<file path="config.mk">
export PLATFORM = sky130hd
export DESIGN_NAME = bc_sched_flat
export DESIGN_NICKNAME = d
export VERILOG_FILES = /design/src/rtl/bc_pkg.sv /design/src/rtl/bc_sched_if.sv /design/src/rtl/bc_rr_arb.sv /design/src/rtl/bc_sched.sv /design/src/flat_wrapper.sv
export SDC_FILE = /design/constraint.sdc
export NUM_CORES = 1
export LEC_CHECK = 0
export ABC_AREA = 1
export CORE_UTILIZATION = 53
export CTS_CLUSTER_DIAMETER = 30
export CTS_CLUSTER_SIZE = 10
export DETAILED_ROUTE_END_ITERATION = 16
export MAX_ROUTING_LAYER = met4
export PLACE_DENSITY_LB_ADDON = 0.3
export SLEW_MARGIN = 20
export SYNTH_ARGS = -nofsm -noshare
export SYNTH_HDL_FRONTEND = slang
export SYNTH_SLANG_ARGS = --single-unit
</file>
<file path="constraint.sdc">
create_clock -name clk -period 2.1 [get_ports clk]
set_input_delay 0.42 -clock clk [delete_from_list [all_inputs] [get_ports clk]]
set_output_delay 0.42 -clock clk [all_outputs]
set_load 0.01 [all_outputs]
</file>
<file path="src/rtl/bc_pkg.sv">
// Shared types and fixed control-word programs for the polynomial datapath sequencer.
package bc_pkg;

  typedef struct packed {
    logic       LX;
    logic       LS;
    logic       LH;
    logic       Hula;
    logic [1:0] M0;
    logic [1:0] M1;
    logic [1:0] M2;
  } ctrl_t;

  typedef enum logic [1:0] {
    ST_IDLE = 2'd0,
    ST_RUN  = 2'd1,
    ST_DONE = 2'd2
  } state_e;

  localparam int PROG0_LEN = 19;
  localparam int PROG1_LEN = 8;
  localparam int P0_AW     = $clog2(PROG0_LEN);
  localparam int P1_AW     = $clog2(PROG1_LEN);

  localparam ctrl_t CTRL_IDLE = '0;

  // Bit order per word: LX LS LH Hula M0 M1 M2.
  localparam ctrl_t PROG0 [PROG0_LEN] = '{
    10'b1_0_0_0_00_00_00,
    10'b0_1_0_0_01_00_00,
    10'b0_0_1_1_00_01_00,
    10'b0_1_0_0_10_01_01,
    10'b0_0_1_1_01_10_00,
    10'b0_1_0_0_10_01_01,
    10'b0_0_1_1_01_10_00,
    10'b0_1_0_0_10_01_01,
    10'b0_0_1_1_01_10_00,
    10'b0_1_0_0_10_01_01,
    10'b0_0_1_1_01_10_00,
    10'b0_1_0_0_10_01_01,
    10'b0_0_1_1_01_10_00,
    10'b0_1_0_0_10_01_01,
    10'b0_0_1_1_01_10_00,
    10'b0_1_0_0_10_01_01,
    10'b0_0_1_1_11_10_10,
    10'b0_1_0_1_11_11_01,
    10'b0_0_1_0_00_00_00
  };

  localparam ctrl_t PROG1 [PROG1_LEN] = '{
    10'b1_0_0_0_00_00_00,
    10'b0_1_0_0_01_00_00,
    10'b0_0_1_1_00_01_00,
    10'b0_1_0_0_10_01_01,
    10'b0_0_1_1_01_10_00,
    10'b0_1_0_1_11_11_01,
    10'b0_0_1_0_10_00_10,
    10'b0_1_0_0_00_00_00
  };

  function automatic logic [4:0] last_step(input logic sel);
    return sel ? 5'(PROG1_LEN - 1) : 5'(PROG0_LEN - 1);
  endfunction

  function automatic ctrl_t rom_word(input logic sel, input logic [4:0] idx);
    ctrl_t w;
    w = CTRL_IDLE;
    if (sel) begin
      if (idx < 5'(PROG1_LEN)) w = PROG1[idx[P1_AW-1:0]];
    end else begin
      if (idx < 5'(PROG0_LEN)) w = PROG0[idx[P0_AW-1:0]];
    end
    return w;
  endfunction

endpackage

</file>
<file path="src/rtl/bc_sched_if.sv">
// Client/datapath-facing bundle of the scheduler: requests in, control lines and status out.
interface bc_sched_if;
  logic [1:0] req;
  logic [1:0] op;
  logic       stop;
  logic       busy;
  logic       gnt_id;
  logic [1:0] done;
  logic       LX;
  logic       LS;
  logic       LH;
  logic       Hula;
  logic [1:0] M0;
  logic [1:0] M1;
  logic [1:0] M2;

  modport master (
    output req, op, stop,
    input  busy, gnt_id, done, LX, LS, LH, Hula, M0, M1, M2
  );

  modport slave (
    input  req, op, stop,
    output busy, gnt_id, done, LX, LS, LH, Hula, M0, M1, M2
  );
endinterface

</file>
<file path="src/rtl/bc_rr_arb.sv">
// Two-way round-robin arbiter; the pointer remembers the last client granted.
module bc_rr_arb (
  input  logic       clk,
  input  logic       reset,
  input  logic [1:0] req,
  input  logic       grant_en,
  output logic       win_id,
  output logic       valid
);

  logic ptr_q, ptr_d;

  always_comb begin
    valid = |req;
    unique case (req)
      2'b01:   win_id = 1'b0;
      2'b10:   win_id = 1'b1;
      2'b11:   win_id = ~ptr_q;
      default: win_id = 1'b0;
    endcase
    ptr_d = (grant_en && valid) ? win_id : ptr_q;
  end

  // NOTE: state flops use non-blocking assignments so every flop samples pre-edge values.
  always_ff @(posedge clk or negedge reset) begin
    if (!reset) ptr_q <= 1'b1;
    else        ptr_q <= ptr_d;
  end

endmodule

</file>
<file path="src/rtl/bc_sched.sv">
// Grants the datapath to one of two clients and plays the chosen program one word per clock.
module bc_sched
  import bc_pkg::*;
(
  input  logic    clk,
  input  logic    reset,
  bc_sched_if.slave bus
);

  state_e     state_q, state_d;
  logic [4:0] step_q, step_d;
  logic       sel_q, sel_d;
  logic       gnt_q, gnt_d;
  ctrl_t      ctrl_q, ctrl_d;
  logic       busy_q, busy_d;
  logic [1:0] done_q, done_d;

  logic [1:0] arb_req;
  logic       arb_en;
  logic       win_id;
  logic       win_valid;

  // done_q is non-zero only in DONE; masking the finishing client there lets the
  // other client be granted on the edge that ends DONE without re-granting the owner.
  assign arb_req = bus.req & ~done_q;
  assign arb_en  = (state_q != ST_RUN) && !bus.stop;

  bc_rr_arb u_arb (
    .clk      (clk),
    .reset    (reset),
    .req      (arb_req),
    .grant_en (arb_en),
    .win_id   (win_id),
    .valid    (win_valid)
  );

  // NOTE: every combinational output gets a default first, so no path can infer a latch.
  always_comb begin
    state_d = state_q;
    step_d  = step_q;
    sel_d   = sel_q;
    gnt_d   = gnt_q;
    ctrl_d  = CTRL_IDLE;
    busy_d  = 1'b0;
    done_d  = 2'b00;

    if (bus.stop) begin
      state_d = ST_IDLE;
      step_d  = '0;
    end else begin
      unique case (state_q)
        ST_IDLE, ST_DONE: begin
          state_d = ST_IDLE;
          if (win_valid) begin
            gnt_d   = win_id;
            sel_d   = bus.op[win_id];
            step_d  = '0;
            ctrl_d  = rom_word(bus.op[win_id], 5'd0);
            busy_d  = 1'b1;
            state_d = ST_RUN;
          end
        end
        ST_RUN: begin
          if (step_q >= last_step(sel_q)) begin
            step_d         = '0;
            done_d[gnt_q]  = 1'b1;
            state_d        = ST_DONE;
          end else begin
            step_d = step_q + 5'd1;
            ctrl_d = rom_word(sel_q, step_q + 5'd1);
            busy_d = 1'b1;
          end
        end
        default: state_d = ST_IDLE;
      endcase
    end
  end

  always_ff @(posedge clk or negedge reset) begin
    if (!reset) begin
      state_q <= ST_IDLE;
      step_q  <= '0;
      sel_q   <= 1'b0;
      gnt_q   <= 1'b0;
      ctrl_q  <= CTRL_IDLE;
      busy_q  <= 1'b0;
      done_q  <= 2'b00;
    end else begin
      state_q <= state_d;
      step_q  <= step_d;
      sel_q   <= sel_d;
      gnt_q   <= gnt_d;
      ctrl_q  <= ctrl_d;
      busy_q  <= busy_d;
      done_q  <= done_d;
    end
  end

  assign bus.busy   = busy_q;
  assign bus.gnt_id = gnt_q;
  assign bus.done   = done_q;
  assign bus.LX     = ctrl_q.LX;
  assign bus.LS     = ctrl_q.LS;
  assign bus.LH     = ctrl_q.LH;
  assign bus.Hula   = ctrl_q.Hula;
  assign bus.M0     = ctrl_q.M0;
  assign bus.M1     = ctrl_q.M1;
  assign bus.M2     = ctrl_q.M2;

endmodule

</file>
<file path="src/flat_wrapper.sv">
// flat-port wrapper written by rule: the top's interface ports become plain ports
module bc_sched_flat import bc_pkg::*;
  (clk, reset, bus_req, bus_op, bus_stop, bus_busy, bus_gnt_id, bus_done, bus_LX, bus_LS, bus_LH, bus_Hula, bus_M0, bus_M1, bus_M2);
  bc_sched_if bus_i ();
  input  logic clk;
  input  logic reset;
  input wire logic [$bits(bus_i.req)-1:0] bus_req;
  input wire logic [$bits(bus_i.op)-1:0] bus_op;
  input wire logic [$bits(bus_i.stop)-1:0] bus_stop;
  output wire logic [$bits(bus_i.busy)-1:0] bus_busy;
  output wire logic [$bits(bus_i.gnt_id)-1:0] bus_gnt_id;
  output wire logic [$bits(bus_i.done)-1:0] bus_done;
  output wire logic [$bits(bus_i.LX)-1:0] bus_LX;
  output wire logic [$bits(bus_i.LS)-1:0] bus_LS;
  output wire logic [$bits(bus_i.LH)-1:0] bus_LH;
  output wire logic [$bits(bus_i.Hula)-1:0] bus_Hula;
  output wire logic [$bits(bus_i.M0)-1:0] bus_M0;
  output wire logic [$bits(bus_i.M1)-1:0] bus_M1;
  output wire logic [$bits(bus_i.M2)-1:0] bus_M2;
  assign bus_i.req = bus_req;
  assign bus_i.op = bus_op;
  assign bus_i.stop = bus_stop;
  assign bus_busy = bus_i.busy;
  assign bus_gnt_id = bus_i.gnt_id;
  assign bus_done = bus_i.done;
  assign bus_LX = bus_i.LX;
  assign bus_LS = bus_i.LS;
  assign bus_LH = bus_i.LH;
  assign bus_Hula = bus_i.Hula;
  assign bus_M0 = bus_i.M0;
  assign bus_M1 = bus_i.M1;
  assign bus_M2 = bus_i.M2;
  bc_sched u_core (.clk(clk), .reset(reset), .bus(bus_i));
endmodule
</file>
After elaboration in Yosys (flattened, before gate mapping)
Memory sizes are Yosys's and may differ from the RTL's. Cells that the tools add are included.

Bits in read-only memories: 400. Register bits after elaboration: 23. Memories: 2. Input bits: 7. Word-level logic and storage cells: 80.

Memory list: (no name shown) (words 32, width 10, rd ports 1, clocked after memory_dff 0, write ports 0, RTL line bc_pkg.sv:71) `if (idx < 5'(PROG0_LEN)) w = PROG0[idx[P0_AW-1:0]];`; (no name shown) (words 8, width 10, rd ports 1, clocked after memory_dff 0, write ports 0, RTL line bc_pkg.sv:69) `if (idx < 5'(PROG1_LEN)) w = PROG1[idx[P1_AW-1:0]];`.

Order comparisons: 8. Bitwise logic cells: 6. Mux-type cells: 32. Equal/unequal tests: 7. Reduce and logical (&&, ||, !) cells: 10. Add/sub/neg operators: 1.

Operators by type and width (number): $mux W10 (10); $mux W5 (4); $pmux W10 S2 (1); $mux W2 (5); $pmux W5 S2 (1); $mux W1 (7); $eq A2 B2 Y1 const B (3); $ge A6 B6 Y1 const B (1); $not A5 Y6 (1); $add A5 B1 Y5 const B (1); $ge A5 B5 Y1 (1); $lt A5 B4 Y1 const B (1); $lt A5 B5 Y1 const B (1); $ge A4 B4 Y1 const B (1); $lt A1 B2 Y1 const B (2); $not A3 Y4 (1); $pmux W1 S2 (2); $pmux W2 S2 (1); $reduce_or A2 Y1 (2); $logic_and A1 B1 Y1 (3); $ne A3 B2 Y1 const B (1); $ne A3 B3 Y1 const B (1); $reduce_and A3 Y1 (1); $reduce_bool A3 Y1 (1); other kinds (10) (11).

Depth between registers and ports, before layout
Word-level depth: 10. Depth in mapped cells: 11. Depth with buffers taken out: 11.

Hierarchy
Synthesis repeated with hierarchy kept, for this count alone.

Cells, all modules: 205. Area, all modules: 1501.4 µm².

Modules (own cells, without submodules): bc_sched (instances 1, area each 1440.1 µm², cells each 197); bc_rr_arb (instances 1, area each 61.3 µm², cells each 8).

Least setup slack after synthesis
No wires, ideal clock.

Kind: flip-flop to flip-flop. Start point: register u_core.step_q[0]. End point: register u_core.ctrl_q, in the netlist u_core.bus.M2[1]. Library setup time: 0.071 ns. Period minus slack after synthesis: 1.666 ns. Path buffers: 1. Slack: 0.434 ns. Data arrival time: 1.594 ns. Cell stages (with the launch flop): 11. Data required time: 2.029 ns. Path through: dfrtp_1 buf_4 inv_1 ha_1 nor2_1 o21ai_0 nand2_1 nand3_2 inv_2 o21ai_0 nor2_1.

RTL lines: start, declared (RTL line bc_sched.sv:11) `logic [4:0] step_q, step_d;`; start signal, assigned (RTL line bc_sched.sv:90) `step_q <= step_d;`; end signal, assigned (RTL line bc_sched.sv:93) `ctrl_q <= ctrl_d;`; end, declared (RTL line bc_sched.sv:14) `ctrl_t ctrl_q, ctrl_d;`.

==> reports/metrics.yaml <==
clock_network:
  postCtsHoldBufs: 0
  clk_latency_ps: 320
  post_cts_resized: 0
  clkSinkCount: 23
  cts_root_buffer: "clkbuf_4"
  cts_max_path_buffers: 2
  cts_max_level: 1
  cts_tree: "yes"
  clk_pin_slew_ps: 140
  cts_made_buffers: 3
  cts_setup_buffers: 0
sta:
  grt_setup_unrepaired: "no"
  finalSetupViolations: 0
  fin_tns_setup_ps: 0
  finalMaxSlewViolations: 0
  slew_headroom_pct: 80.2
  fmax_ghz: 0.543
  tightest_slew_ps: 294
  whs_ps: 427
  skew_ps: 6.91
  period_minus_slack_ps: 1840
  final-hold-violation-count: 0
  setup_slack_ps: 259
  fin_crit_sh_pct: 87.7
floorplanning:
  fp.dieH_um: 54.3
  die-area_um2: 2940
  core_um2: 2520
  dieWidth_um: 54.3
  num_io_pins: 21
  initial_utilization_pct: 57.4
  num_rows: 18
yosys:
  synth_common_cells: "nand2_1 (51), inv_1 (25), dfrtp_1 (22)"
  yosysWarnings: 0
  netlist_instances: 196
  synth_seq_cells: 23
  yosysUniqueCellTypes: 23
  synth_top_cell_area_share_pct: 38.0
  syn_area_um2: 1450
  synthFlopType: "dfrtp_1"
  ys_seq_area_share_pct: 39.8
  synth_top_family_by_area: "simple AND/OR/NAND/NOR gates"
  yosys.area_share.xor_xnor_pct: 0
  synth_edf_count: 0
  syn_area_per_cell_um2: 7.39
  yosys-top-cells-area: "dfrtp_1 (38%), nand2_1 (13%), ha_1 (7.8%)"
  synth.largest_area_cell: "dfrtp_1"
  yosys-mux-area-fraction_pct: 0
  yosysMostFrequentCell: "nand2_1"
  async_flop_share_pct: 100
  synth_fp_nets: 212
  synth_adder_area_share_pct: 7.78
  synth-compound-area-share_pct: 13.5
  yosys.area_share.simple_pct: 29.8
cells_and_area:
  fill_cells: 214
  area_growth_pct: 18.8
  final_cell_area_um2: 1720
  antenna_cells: 0
  drive_gt1_share_pct: 10.4
  nets: 238
  final_util_pct: 68.2
  fin_cells: 251
critical_path:
  crit_type: "reg -> reg"
  start_kind: "register"
  worstPathRequired_ps: 2350
  path_max_fanout: 9
  endpoint_kind: "register"
  crit_arrival_ps: 2090
status:
  outcome: "complete, no violations"
global_routing:
  grt_max_degree: 24
  grt_antenna_before_repair: 0
  grt_util_all_layers_pct: 26.7
  grt_pass1_wl_um: 5530
  grt_pass1_vias: 1238
  grt_overflow: 0
place:
  dp.cells: 247
  place_area_um2: 1690
  port_buffers: 20
  preCtsSetupSlack_ps: 185
  globalplace.congestion: 0.993
  dp_hpwl_um: 2570
power:
  power.total_mw: 1.14
  powerDensity_nw_per_um2: 661
  p_leak_nw: 0.868
  irDropWorstVdd_v: 0.000472
hold_path:
  holdCritPathClass: "in -> async"
routing:
  drcViolationCount: 0
  vias: 1329
  drtPass1Iterations: 4
  first_iter_violations: 30
  drt-total-wl_um: 3300
  wl_per_cell_um: 13.1
  routed_via_density: 5.29
  ant_nets: 0
flow_run:
  max_cap_violations: 0
==> registers in the layout, summed over array words and instances (netlist names) <==
| name | cells |
|---|---|
| u_core.bus.M2 | 2 |
| u_core.bus.M1 | 2 |
| u_core.bus.done | 2 |
| u_core.bus.LX | 1 |
| u_core.bus.Hula | 1 |
| u_core.bus.LH | 1 |
| u_core.bus.busy | 1 |
| u_core.sel_q | 1 |
| u_core.bus.gnt_id | 1 |
| u_core.state_q | 2 |
| u_core.bus.LS | 1 |
| u_core.u_arb.ptr_q | 1 |
| u_core.bus.M0 | 2 |
| u_core.step_q | 5 |
==> per-layer routing <==
layer,vias to the layer above,part of all wire (%),GRT usage (%)
li1,680,-,-
met2,47,48,43.1
met5,-,0,-
met1,598,47,34.4
met4,0,0.88,7.26
met3,4,4.6,4.44
==> path summary, 6_finish.rpt <==
check,startpoint,to,slack [ps],depth (start not counted)
worst max-delay path,u_core.step_q[0],u_core.bus.LH,260,9
worst min register to register,u_core.bus.gnt_id,u_core.bus.done[0],470,1
max in group asynchronous,reset,u_core.u_arb.ptr_q,1390,2
worst min-delay path,reset,u_core.bus.LH,430,2
min in group clk,u_core.bus.gnt_id,u_core.bus.done[0],470,1
worst max register to register,u_core.step_q[0],u_core.bus.LH,260,9
==> cells by family after synthesis <==
| kind of cell | Yosys count |
|---|---|
| adder cells (fa/ha/maj) | 9 |
| flip-flops | 23 |
| AO/OA/AOI/OAI | 37 |
| AND/OR/NAND/NOR | 95 |
| buffers and inverters | 32 |
==> power breakdown <==
group | switching [mW] | internal (mW)
combinational | 0.238 | 0.167
sequential | 0.0258 | 0.492
clock | 0.144 | 0.0713
==> layout make-up <==
cell class,count,area [µm²],area share [%]
inverters,29,109,6.33
flip-flops and latches,23,577,33.5
clock inverters,1,5.00,0.291
well taps,30,37.5,2.18
multi-input cells,141,739,43.0
clock buffers,3,22.5,1.31
repair buffers,24,230,13.4
==> critical path: stages, from the launching register on <==
cell and delay [ps]:
dfrtp_1 400, inv_1 180, ha_1 280, nor2_1 110, o21ai_0 100, nand2_1 110
nand3_2 180, inv_2 200, nand2_1 70, a21oi_1 140
==> layout by cell type, fill, tap and decap left out <==
master	count
nand2_1	51
inv_1	25
dfrtp_1	22
o21ai_0	21
clkdlybuf4s50_1	20
nor2_1	16
nand3_1	12
ha_1	9
a21oi_1	8
nand2_2	6
o22ai_1	5
buf_4	4
nand4_1	3
nand2_4	3
inv_2	3
clkbuf_4	3
nand3_2	2
nor3_1	2
clkinv_1	1
o21bai_1	1
a31oi_1	1
o21ai_1	1
clkinv_2	1
dfstp_2	1
No activity file was read; power rests on OpenSTA's default activity.
